**config.mk**
```make
export PLATFORM = sky130hd
export DESIGN_NAME = uart_tx_serializer
export DESIGN_NICKNAME = d
export VERILOG_FILES = /design/src/rtl/uart_tx_serializer.sv
export SDC_FILE = /design/constraint.sdc
export NUM_CORES = 1
export LEC_CHECK = 0
export CORE_ASPECT_RATIO = 1.4
export CORE_MARGIN = 8
export CORE_UTILIZATION = 53
export DETAILED_ROUTE_END_ITERATION = 8
export PLACE_DENSITY = 0.75
export SYNTH_ARGS = -nofsm -noshare
export SYNTH_HDL_FRONTEND = slang
export SYNTH_SLANG_ARGS = --single-unit
```
**constraint.sdc**
```tcl
create_clock -name clk_i -period 2.4 [get_ports clk_i]
set_clock_uncertainty 0.1 [all_clocks]
set_input_delay 0.6 -clock clk_i [delete_from_list [all_inputs] [get_ports clk_i]]
set_output_delay 0.6 -clock clk_i [all_outputs]
set_load 0.02 [all_outputs]
```
**src/rtl/uart_tx_serializer.sv**
```systemverilog
// uart_tx_serializer: pops bytes from the upstream FIFO and sends each as an LSB-first UART frame
// (start bit, 8 data bits, StopBits stop bits) on a registered tx line.
module uart_tx_serializer #(
  parameter int ClksPerBit = 104,
  parameter int StopBits   = 1
) (
  input  logic       clk_i,
  input  logic       reset_ni,
  input  logic       tx_enable,
  input  logic [7:0] data,
  input  logic       have_next,
  output logic       next,
  output logic       tx,
  output logic       busy
);
  typedef enum logic [1:0] {IDLE, START, DATA, STOP} state_e;
  localparam int CW = $clog2(StopBits * ClksPerBit);
  localparam logic [CW-1:0] BIT_LAST  = CW'(ClksPerBit - 1);
  localparam logic [CW-1:0] STOP_LAST = CW'(StopBits * ClksPerBit - 1);
  state_e        state_q, state_d;
  logic [CW-1:0] cnt_q, cnt_d;
  logic [2:0]    bit_q, bit_d;
  logic [7:0]    shift_q, shift_d;
  logic          tx_q, tx_d;
  logic          start;
  always_ff @(posedge clk_i or negedge reset_ni) begin
    if (!reset_ni) begin
      state_q <= IDLE;
      cnt_q   <= '0;
      bit_q   <= '0;
      shift_q <= '0;
      tx_q    <= 1'b1;
    end else begin
      state_q <= state_d;
      cnt_q   <= cnt_d;
      bit_q   <= bit_d;
      shift_q <= shift_d;
      tx_q    <= tx_d;
    end
  end
  assign start = state_q == IDLE && tx_enable && have_next;
  always_comb begin
    state_d = state_q;
    cnt_d   = cnt_q + 1'b1;
    bit_d   = bit_q;
    shift_d = shift_q;
    case (state_q)
      IDLE: begin
        cnt_d = '0;
        if (start) begin
          state_d = START;
          shift_d = data;
        end
      end
      START: if (cnt_q == BIT_LAST) begin
        state_d = DATA;
        cnt_d   = '0;
        bit_d   = '0;
      end
      DATA: if (cnt_q == BIT_LAST) begin
        cnt_d   = '0;
        shift_d = {1'b0, shift_q[7:1]};
        bit_d   = bit_q + 1'b1;
        if (bit_q == 3'd7) state_d = STOP;
      end
      STOP: if (cnt_q == STOP_LAST) begin
        state_d = IDLE;
        cnt_d   = '0;
      end
      default: state_d = IDLE;
    endcase
  end
  // tx is registered from the next state so the line changes on the clock edge only
  always_comb begin
    tx_d = state_d == START ? 1'b0 : state_d == DATA ? shift_d[0] : 1'b1;
    next = reset_ni && start;
    busy = state_q != IDLE;
    tx   = tx_q;
  end
endmodule
```
==> flow_summary.yaml <==
clock_network:
  cts.clk_slew.worst_paths_ns: 0.12
  insertion_delay_ns: 0.31
  cts-buffers-inserted: 3
  post-cts-setup-buffers: 0
  clk_root_buffer_cell: "clkbuf_4"
  clock_sinks: 21
  htree_num_levels: 1
  cts_tree: "done"
  postCtsHoldBufs: 0
  clockBufferDepth: 2
grt:
  grt_first_pass_wirelength_um: 3730
  antenna_found_initial: 0
  grt_pass1_vias: 839
  grt.total_usage: 0.126
  grt_max_degree: 22
  overflow: 0
floorplan:
  rows: 19
  dieArea_um2: 3810
  initial_core_util: 0.557
  die_y_um: 69.9
  io_pins: 15
  core_area_um2: 1970
  die_width_um: 54.5
placed_design:
  dp_hpwl_um: 1630
  dp.cells: 137
  place_ws_ns: -0.486
  port_buffers: 14
  gp_congestion: 0.751
finish:
  area_growth_pct: 20.8
  diodes: 0
  layout.cells.non_filler: 141
  most-common-layout-cells: "dfrtp_1 (20), clkdlybuf4s50_1 (10), a21o_1 (9)"
  fin_nets: 136
  final_common_cell: "dfrtp_1"
  final_util: 0.673
  drive_gt1_frac: 0.158
worst_setup_path:
  crit_path_start_kind: "flop"
  path_delay_family: "buffers and inverters"
  required_ns: 1.70
  max_stage_delay_ns: 0.59
  crit_buf_inv: 1
  critPathMaxFanout: 1
  crit_cells: 1
  path_cells: "clkdlybuf4s50_1"
  r2r_cells: 5
  arrival_ns: 1.43
  cp-end-kind: "primary output"
  critical_path_class: "flop to primary output"
  crit_slowest_cell: "clkdlybuf4s50_1"
run:
  maxCapViolations: 0
hold_path:
  hold_class: "flop to flop"
  min_path_cells: 1
pwr:
  switching_share: 0.313
  power.density_nw_per_um2: 680
  combinationalPowerShare: 0.246
  p_switching_uw: 282
  p_int_uw: 621
  leakage_uw: 0.000652
  seqPwrFrac: 0.561
  clkPwrFrac: 0.193
  ir_drop_mv: 0.438
synthesis:
  synth_nets: 117
  syn-instance-count: 102
  synth_cell_types: 34
  yosysWarnings: 0
  synthesis.area_um2: 1100
  yosysTopAreaCell: "dfrtp_1"
  synth_top_area_share: 0.455
  yosysSeqAreaShare: 0.479
  ys_ff_latch: 21
  synth_area_leaders: "dfrtp_1 (46%), a21o_1 (6.1%), a22o_1 (5.6%)"
  syn_avg_cell_area_um2: 10.8
sta:
  whs_ns: 0.373
  slew_viol_final: 0
  finalSetupViolCount: 0
  grt_setup_unrepaired: "no"
  finalHoldViolations: 0
  slew-limit-headroom: 0.671
  fin_tns_setup_ns: 0
  post-route-period-util: 0.889
  min_period_ns: 2.13
  worstMarginPinSlew_ns: 0.490
  max_freq_mhz: 469
  setup_slack_ns: 0.267
drt:
  wl_um: 2190
  drtAntennaViolNets: 0
  drt_iter0_drc: 16
  dr.pass1.iters: 3
  vias: 833
  drc: 0
  via_per_inst: 5.91
  wire_per_inst_um: 15.5
run_status:
  outcome: "completed"
[timing repair]
action	4_1_cts	5_1_grt
gates resized for setup	5	6
pin swaps	0	1
endpoints found under the setup margin	1	1
[state kept, by name (all words and copies together) (netlist names)]
register and count:
bit_q 3, cnt_q 7, shift_q 8, state_q 2, tx 1
[cell usage after synthesis]
library cell,instances
o21ai_0,3
mux2i_1,1
nand2_1,9
nor3_1,4
dfrtp_1,20
nor2_1,4
nand4b_1,1
buf_2,2
and3_1,1
nand3_4,1
buf_4,1
o31ai_1,1
xnor2_1,3
a311o_1,2
nand3_1,2
dfstp_2,1
nor2_2,1
a21o_1,9
xor2_1,2
nor3_4,1
o211ai_1,1
a22o_1,7
nor4_4,1
nor2b_1,5
nand2b_1,2
ha_1,3
a21oi_1,2
nor3b_1,2
a32o_1,2
clkbuf_1,3
and2_1,1
a31oi_1,1
a21bo_2,1
inv_1,2
[layout make-up]
type | count | area (um^2)
Fill cell | 163 | 644
Sequential cell | 21 | 527
Inverter | 2 | 7.51
Multi-Input combinational cell | 73 | 551
Tap cell | 21 | 26.3
Timing Repair Buffer | 20 | 190
Clock inverter | 1 | 5.00
Clock buffer | 3 | 22.5
[metal layers]
layer	up-vias	wire (um)	track usage	part of all wire
met5	-	0	0	0
met3	5	92	0.0275	0.042
li1	404	-	-	-
met1	408	959	0.159	0.44
met4	0	44	0.0577	0.020
met2	16	1090	0.193	0.50
[power by group through the flow]
stage,Clock (uW),Combinational [uW],Sequential (uW)
CTS,178,227,506
detailed placement,0,226,513
global route,194,249,517
finish,174,222,507
global placement,0,218,507
floorplan,0,169,487
[path summary, 6_finish.rpt]
check                                  endpoint          startpoint  slack, ns
max                                          tx        tx$_DFF_PN1_       0.27
min                          cnt_q[0]$_DFF_PN0_  cnt_q[0]$_DFF_PN0_       0.37
max reg2reg                        tx$_DFF_PN1_  cnt_q[0]$_DFF_PN0_       0.56
min reg2reg                  cnt_q[0]$_DFF_PN0_  cnt_q[0]$_DFF_PN0_       0.37
max in group asynchronous          tx$_DFF_PN1_            reset_ni       1.39
min in group asynchronous  state_q[0]$_DFF_PN0_            reset_ni       0.54
[cells by family after synthesis]
kind of cell	share of synthesized area
muxes	0.00910
DFF	0.479
adders and majority gates	0.0341
xor gates and xnor gates	0.0398
AOI/OAI and AO/OA	0.205
and+or+nand+nor	0.200
buffers and inverters	0.0330
[per-stage QoR]
stage,total power [uW],cell area [um^2]
after floorplan,656,1100
after global placement,725,1280
after detailed placement,739,1280
after CTS,911,1310
after global routing,961,1330
final,903,1330
Power figures use the tool's default switching activity.
